### config.mk
export PLATFORM = sky130hd
export DESIGN_NAME = nr_sequencer
export DESIGN_NICKNAME = d
export VERILOG_FILES = /design/src/rtl/nr_sequencer.sv
export SDC_FILE = /design/constraint.sdc
export NUM_CORES = 1
export LEC_CHECK = 0
export ABC_CLOCK_PERIOD_IN_PS = 1900
export CAP_MARGIN = 10
export CORE_UTILIZATION = 39
export CTS_CLUSTER_DIAMETER = 30
export DETAILED_ROUTE_END_ITERATION = 8
export PLACE_DENSITY = 0.76
export SLEW_MARGIN = 20
export SYNTH_ARGS = -nofsm -noshare
export SYNTH_HDL_FRONTEND = slang
export SYNTH_SLANG_ARGS = --single-unit
### constraint.sdc
create_clock -name clk -period 1.9 [get_ports clk]
set_input_delay 0.19 -clock clk [delete_from_list [all_inputs] [get_ports clk]]
set_output_delay 0.19 -clock clk [all_outputs]
set_load 0.02 [all_outputs]
### src/rtl/nr_sequencer.sv
// rtl/nr_sequencer.sv - multi-cycle instruction sequencer: fetch/decode/exec/mem/wb control with memory timeout
module nr_sequencer #(
  parameter int TMO = 15
) (
  input  logic        clk,
  input  logic        rst_n,
  input  logic        run,
  input  logic [3:0]  opcode,
  input  logic        alu_flag,
  input  logic        mem_ack,
  output logic        mem_req,
  output logic        mem_we,
  output logic        mem_sel,
  output logic        ir_we,
  output logic        ctl_en,
  output logic        alu_en,
  output logic        rf_we,
  output logic        pc_inc,
  output logic        pc_load,
  output logic        halted,
  output logic        err,
  output logic [15:0] instret
);

  typedef enum logic [2:0] {
    S_IDLE, S_FETCH, S_DECODE, S_EXEC, S_MEM, S_WB, S_HALT, S_ERR
  } state_t;

  localparam int CW = (TMO < 2) ? 1 : $clog2(TMO + 1);

  localparam logic [3:0] OP_SLP = 4'b0000;
  localparam logic [3:0] OP_BRQ = 4'b0001;
  localparam logic [3:0] OP_BRF = 4'b0010;
  localparam logic [3:0] OP_JR  = 4'b1011;
  localparam logic [3:0] OP_LW  = 4'b1110;
  localparam logic [3:0] OP_SW  = 4'b1111;

  state_t          state, next;
  logic [3:0]      op_q;
  logic [CW-1:0]   tmo_cnt;
  logic [15:0]     instret_q;
  logic            retire;
  logic            waiting;
  logic            tmo_hit;

  // A cycle spent in a handshake state without ack; the TMO-th such cycle trips the timeout.
  assign waiting = ((state == S_FETCH) || (state == S_MEM)) && !mem_ack;
  assign tmo_hit = (TMO != 0) && waiting && (tmo_cnt == CW'(TMO - 1));
  assign instret = instret_q;

  always_ff @(posedge clk or negedge rst_n) begin
    if (!rst_n) state <= S_IDLE;
    else        state <= next;
  end

  always_comb begin
    next = state;
    case (state)
      S_IDLE:   if (run) next = S_FETCH;
      S_FETCH: begin
        if (mem_ack)      next = S_DECODE;
        else if (tmo_hit) next = S_ERR;
      end
      S_DECODE: next = (opcode == OP_SLP) ? S_HALT : S_EXEC;
      S_EXEC: begin
        case (op_q)
          OP_LW, OP_SW:         next = S_MEM;
          OP_BRQ, OP_BRF, OP_JR: next = S_FETCH;
          default:              next = S_WB;
        endcase
      end
      S_MEM: begin
        if (mem_ack)      next = (op_q == OP_SW) ? S_FETCH : S_WB;
        else if (tmo_hit) next = S_ERR;
      end
      S_WB:     next = S_FETCH;
      S_HALT:   if (run) next = S_FETCH;
      S_ERR:    next = S_ERR;
      default:  next = S_IDLE;
    endcase
  end

  always_comb begin
    mem_req = 1'b0;
    mem_we  = 1'b0;
    mem_sel = 1'b0;
    ir_we   = 1'b0;
    ctl_en  = 1'b0;
    alu_en  = 1'b0;
    rf_we   = 1'b0;
    pc_inc  = 1'b0;
    pc_load = 1'b0;
    halted  = 1'b0;
    err     = 1'b0;
    retire  = 1'b0;
    case (state)
      S_FETCH: begin
        mem_req = 1'b1;
        ir_we   = mem_ack;
      end
      S_DECODE: begin
        ctl_en = 1'b1;
        retire = (opcode == OP_SLP);
      end
      S_EXEC: begin
        alu_en = 1'b1;
        if ((op_q == OP_BRQ) || (op_q == OP_BRF)) begin
          pc_load = alu_flag;
          pc_inc  = !alu_flag;
          retire  = 1'b1;
        end else if (op_q == OP_JR) begin
          pc_load = 1'b1;
          retire  = 1'b1;
        end
      end
      S_MEM: begin
        mem_req = 1'b1;
        mem_sel = 1'b1;
        mem_we  = (op_q == OP_SW);
        if (mem_ack && (op_q == OP_SW)) begin
          pc_inc = 1'b1;
          retire = 1'b1;
        end
      end
      S_WB: begin
        rf_we  = 1'b1;
        pc_inc = 1'b1;
        retire = 1'b1;
      end
      // Waking skips over the slp word itself.
      S_HALT: begin
        halted = 1'b1;
        pc_inc = run;
      end
      S_ERR:   err = 1'b1;
      default: ;
    endcase
  end

  always_ff @(posedge clk or negedge rst_n) begin
    if (!rst_n) begin
      op_q      <= '0;
      tmo_cnt   <= '0;
      instret_q <= '0;
    end else begin
      if (state == S_DECODE) op_q <= opcode;
      if (waiting && (TMO != 0)) tmo_cnt <= tmo_cnt + 1'b1;
      else                       tmo_cnt <= '0;
      if (retire) instret_q <= instret_q + 16'd1;
    end
  end

endmodule

======== Word level (Yosys, flattened, before mapping) ========
Index checks and enable logic that the tools add are counted.
storage, ports and cells
  bits in registers ....................... 27
  input port bits ......................... 9
  output and inout port bits .............. 27
  logic and storage cells ................. 59
operators by class
  add/sub/neg operators ................... 2
  equality and inequality tests ........... 14
  mux-type cells .......................... 26
  reduce and logical (&&, ||, !) cells .... 13
operator list
  cell                                                 number
  one-hot mux 3 bit (7 select lines)                   1
  2-to-1 mux 3 bit                                     6
  adder 16 x 1 -> 16 bit, second input constant        1
  equality test 4 bit, second input constant           4
  2-to-1 mux 1 bit                                     15
  equality test 3 bit, second input constant           4
  one-hot mux 1 bit (4 select lines)                   2
  equality test 3 x 2 -> 1 bit, second input constant  2
  one-hot mux 3 bit (2 select lines)                   1
  OR reduction 2 bit                                   3
  adder 4 x 1 -> 4 bit, second input constant          1
  equality test 4 x 1 -> 1 bit, second input constant  1
  equality test 4 x 2 -> 1 bit, second input constant  1
  logical NOT 4 bit                                    1
  2-to-1 mux 4 bit                                     1
  equality test 3 x 1 -> 1 bit, second input constant  1
  logical AND 1 bit                                    3
  logical NOT 3 bit                                    1
  OR reduction 3 bit                                   1
  logical NOT 1 bit                                    2
  logical OR 1 bit                                     2
  != test 2 x 1 -> 1 bit, second input constant        1

======== Logic depth before layout (Yosys ltp) ========
  depth in word-level cells ............... 7
  gate-level depth with buffers ........... 7
  mapped depth without buffers ............ 6

======== Least setup slack after synthesis ========
OpenSTA, ideal clock, no wires.
  kind .................................... flip-flop to flip-flop
  start point ............................. register state[0]
  end point ............................... register instret_q[4] (netlist: instret[4])
  setup time .............................. 129 ps
  data arrival time ....................... 1706 ps
  setup slack ............................. 65 ps
  cell stages (with the launch flop) ...... 8
  buffers on the path ..................... 2
  cell sequence ........................... dfrtp_1 > buf_2 > nor3b_4 > nand2_1 > o211ai_4 > buf_6 > nand4_1 > xnor2_1
between the ends
  longest elaborated chain between the ends .. 2
  elaborated cells on any way between the ends .. 5
  classes of those cells .................. eq/ne: 4; mux: 1
ends and longest elaborated chain
  item                                                                        line  source
  start: declaration                                                          38    state_t state, next;
  start signal: assignment                                                    53    else state <= next;
  equality test 3 bit / equality test 3 x 2 -> 1 bit (equally long branches)  96    case (state)
  one-hot mux 1 bit (4 select lines) *                                        96
  end signal: assignment                                                      149   if (retire) instret_q <= instret_q + 16'd1;
  end: declaration                                                            41    logic [15:0] instret_q;
Every way passes the cells marked *; elsewhere a longest branch is shown, timed or not.
A chain may end at the register's enable or synchronous reset.

======== Worst setup path after layout ========
  start point ............................. register state[0]
  end point ............................... register instret_q[1] (netlist: instret[1])
Same word-level chain as after synthesis.

==> qor.txt <==
Power Density - 1360 nW/um^2
Post-DP HPWL - 2.43 mm
CTS root buf - clkbuf_8
Top Layer Used - met4
Layout cells sized above 1 - 18.7%
Critical Path AT - 2010 ps
Overall routed net length - 3.33 mm
Crit path from - state[0]$_DFFE_PN0P_
Power, Total - 2.68 mW
Worst-path clk slew - 90 ps
Avg Inst Size Synth - 10.7 um^2
Clock Power Share - 12.1%
Min Tclk post-route - 1850 ps
Register area share after synthesis - 47.0%
Congestion Overflow GR - 0
Total CTS buffers - 3
Die X-Extent - 62.7 um
# rows - 21
Status - finished, final reports clean
Multi-input logic area - 708 um^2
Yosys warning count - 0
Worst-path cell chain - buf_4 > and3b_1 > a21oi_1 > buf_4 > o211ai_4 > buf_12 > mux2_1
Cell Int Power - 1.59 mW
CP peak stage delay - 430 ps
Pins Over Slew Limit - 0
Max FO, Critical Path - 16
Critical path's most frequent cell - buf_4
CP delay by family, top - buffers and inverters
Largest net degree at the start of global routing - 28
Clock sinks - 27
Die H - 62.7 um
Routed met2 length - 1.55 mm
First-pass GRT wire length - 5.81 mm
# IOs - 36
Max-Cap Viols - 0
Setup-failing EPs final - 0
Most common cell after layout, fill and taps aside - dfrtp_1
Residual DRC count - 0
Fill count - 305
LEAKAGE - 0.910 nW
Min Hold Slack - 276 ps
Flop pwr share - 32.0%
Peak VDD IR - 0.000588 V
CP max-delay cell - dfrtp_1
Syn Std Cell Area - 1440 um^2
Initial antenna violation count - 0
Mapped Cells - 134
Final hold vios - 0
Critical path type - flop to flop
Vias in the first global route - 1257
Count of cell types in the netlist - 35
PortBufs - 35
M1 wire length - 1.56 mm
Syn nets - 146
Clk Latency, worst-skew pair - 270 ps
Die ar. - 3930 um^2
Via density - 5.42
Tot GR Track Use - 18.3%
Final Net Count - 195
Final Util - 57.1%
Final Wtd Congestion - 0.815
Iter 0 DRT Violations - 137
Worst-Margin Slew - 403 ps
Setup Total Neg Slack - 0 ps
Crit path launch type - flop
CP required - 2060 ps
Most frequent cells in the layout - dfrtp_1, clkdlybuf4s50_1, xnor2_1
CTS tree - yes
Crit end category - flop
Period utilisation layout - 97.4%
Buffers plus inverters on the worst setup path - 3
Final ANT Viol Nets - 0
Flop and latch count out of synthesis - 27
Routed via count - 1235
Register area - 676 um^2
Met3 wire len - 192 um
Largest buffer count on any clock path - 2
Synthesis-to-layout area growth - 36.8%
Max Clock Skew - 2.60 ps
Total iterations of the first detailed-routing run - 4
Sw frac - 40.8%
Core area - 3440 um^2
CTS HTree Levels - 1
ANT cells - 0
Upper clock frequency limit - 540 MHz
Psw - 1.09 mW
Worst R2R Start - state[0]$_DFFE_PN0P_
Hold WC Path Type - input pin to asynchronous set/reset pin
Slew margin rel. - 72.9%
Drt wl/cell - 14.6 um
Comb pwr share - 55.9%
Starting Density - 41.8%
through the flow:
stage,setup WS (ps),instance area [um^2],std cells
finish,48.5,1970,228
global route,-2.02,1970,228
CTS,14.2,1940,227
detailed placement,-313,1910,223
global placement,-227,1910,223
floorplan,65.3,1440,134
worst paths after layout:
check                      depth (start not counted)                 endpoint  slack [ps]
setup / recovery                                   7   instret[1]$_DFFE_PN0P_          50
hold / removal                                     2  instret[12]$_DFFE_PN0P_         280
setup reg to reg                                   7   instret[1]$_DFFE_PN0P_          50
hold reg to reg                                    1  instret[15]$_DFFE_PN0P_         470
max in group asynchronous                          2   instret[3]$_DFFE_PN0P_        1370
min in group clk                                   1  instret[15]$_DFFE_PN0P_         470
worst register-to-register path, delay by kind of cell (launching register included):
| kind | cells | cell delay, ps |
|---|---|---|
| buffers and inverters | 3 | 520 |
| DFF | 1 | 430 |
| AOI/OAI and AO/OA | 2 | 290 |
| muxes | 1 | 320 |
| and+or+nand+nor | 1 | 180 |
cells in the mapped netlist:
cell,number,area [um^2]
nor2b_1,1,6.26
o22ai_1,2,12.5
nand3b_1,1,7.51
or3_4,1,11.3
mux2_1,1,11.3
a21oi_1,6,30.0
nand4_1,12,75.1
a31o_2,2,17.5
and3b_1,1,8.76
dfrtp_1,27,676
inv_1,4,15.0
or4_1,1,7.51
xnor2_1,17,149
and4b_1,1,10.0
a31oi_1,2,12.5
nand3_1,2,10.0
nor3_1,3,15.0
buf_6,2,22.5
xor2_1,2,17.5
nor2_1,8,30.0
o32ai_1,1,8.76
o21ai_0,2,10.0
buf_2,3,15.0
a2111oi_0,1,8.76
ha_1,3,37.5
nand2b_1,1,6.26
mux2_2,4,45.0
nor4_1,1,6.26
and3_1,9,56.3
nor3b_4,1,18.8
clkbuf_1,1,3.75
nor3b_1,2,15.0
o211ai_4,1,21.3
nand2b_4,1,13.8
nand2_1,7,26.3
power by group through the flow:
stage	registers (mW)	clock network, mW	logic [mW]
finish	0.859	0.324	1.50
global route	0.878	0.359	1.61
global placement	0.857	0	1.42
CTS	0.860	0.335	1.44
floorplan	0.925	0	0.838
detailed placement	0.868	0	1.48
sequential cells by signal, summed over array words and instances, names as in the netlist:
| register | cells |
|---|---|
| instret | 16 |
| op_q | 4 |
| tmo_cnt | 4 |
| state | 3 |
cell families (layout without fill, tap and decap cells):
group / count (synthesis) / after routing / synth area share, %
simple gates: 53 / 53 / 22.5
flops: 27 / 27 / 47.0
xor+xnor: 19 / 19 / 11.6
compound gates: 17 / 17 / 8.44
buf+inv: 10 / 58 / 3.92
mux: 5 / 5 / 3.92
fa+ha+maj: 3 / 3 / 2.61
routing by layer:
| layer | global-route usage, % | vias up |
|---|---|---|
| met2 | 31.1 | 47 |
| li1 | - | 584 |
| met4 | 5.52 | 0 |
| met1 | 22.8 | 600 |
| met5 | 0 | - |
| met3 | 4.38 | 4 |
repair_timing:
| item | CTS | global route |
|---|---|---|
| hold buffers | 0 | 0 |
| endpoints found under the setup margin | 8 | 21 |
| gates resized for setup | 17 | 9 |
| setup buffers | 0 | 1 |
| pin swaps | 0 | 1 |
final cells by class:
class / instances / share of cell area [%]
clock buffer: 3 / 2.10
timing repair buffer: 50 / 23.6
inverter: 4 / 0.763
tap: 46 / 2.93
sequential: 27 / 34.4
clock inverter: 1 / 0.254
multi-input combinational: 97 / 36.0
No activity file was read; power rests on OpenSTA's default activity.
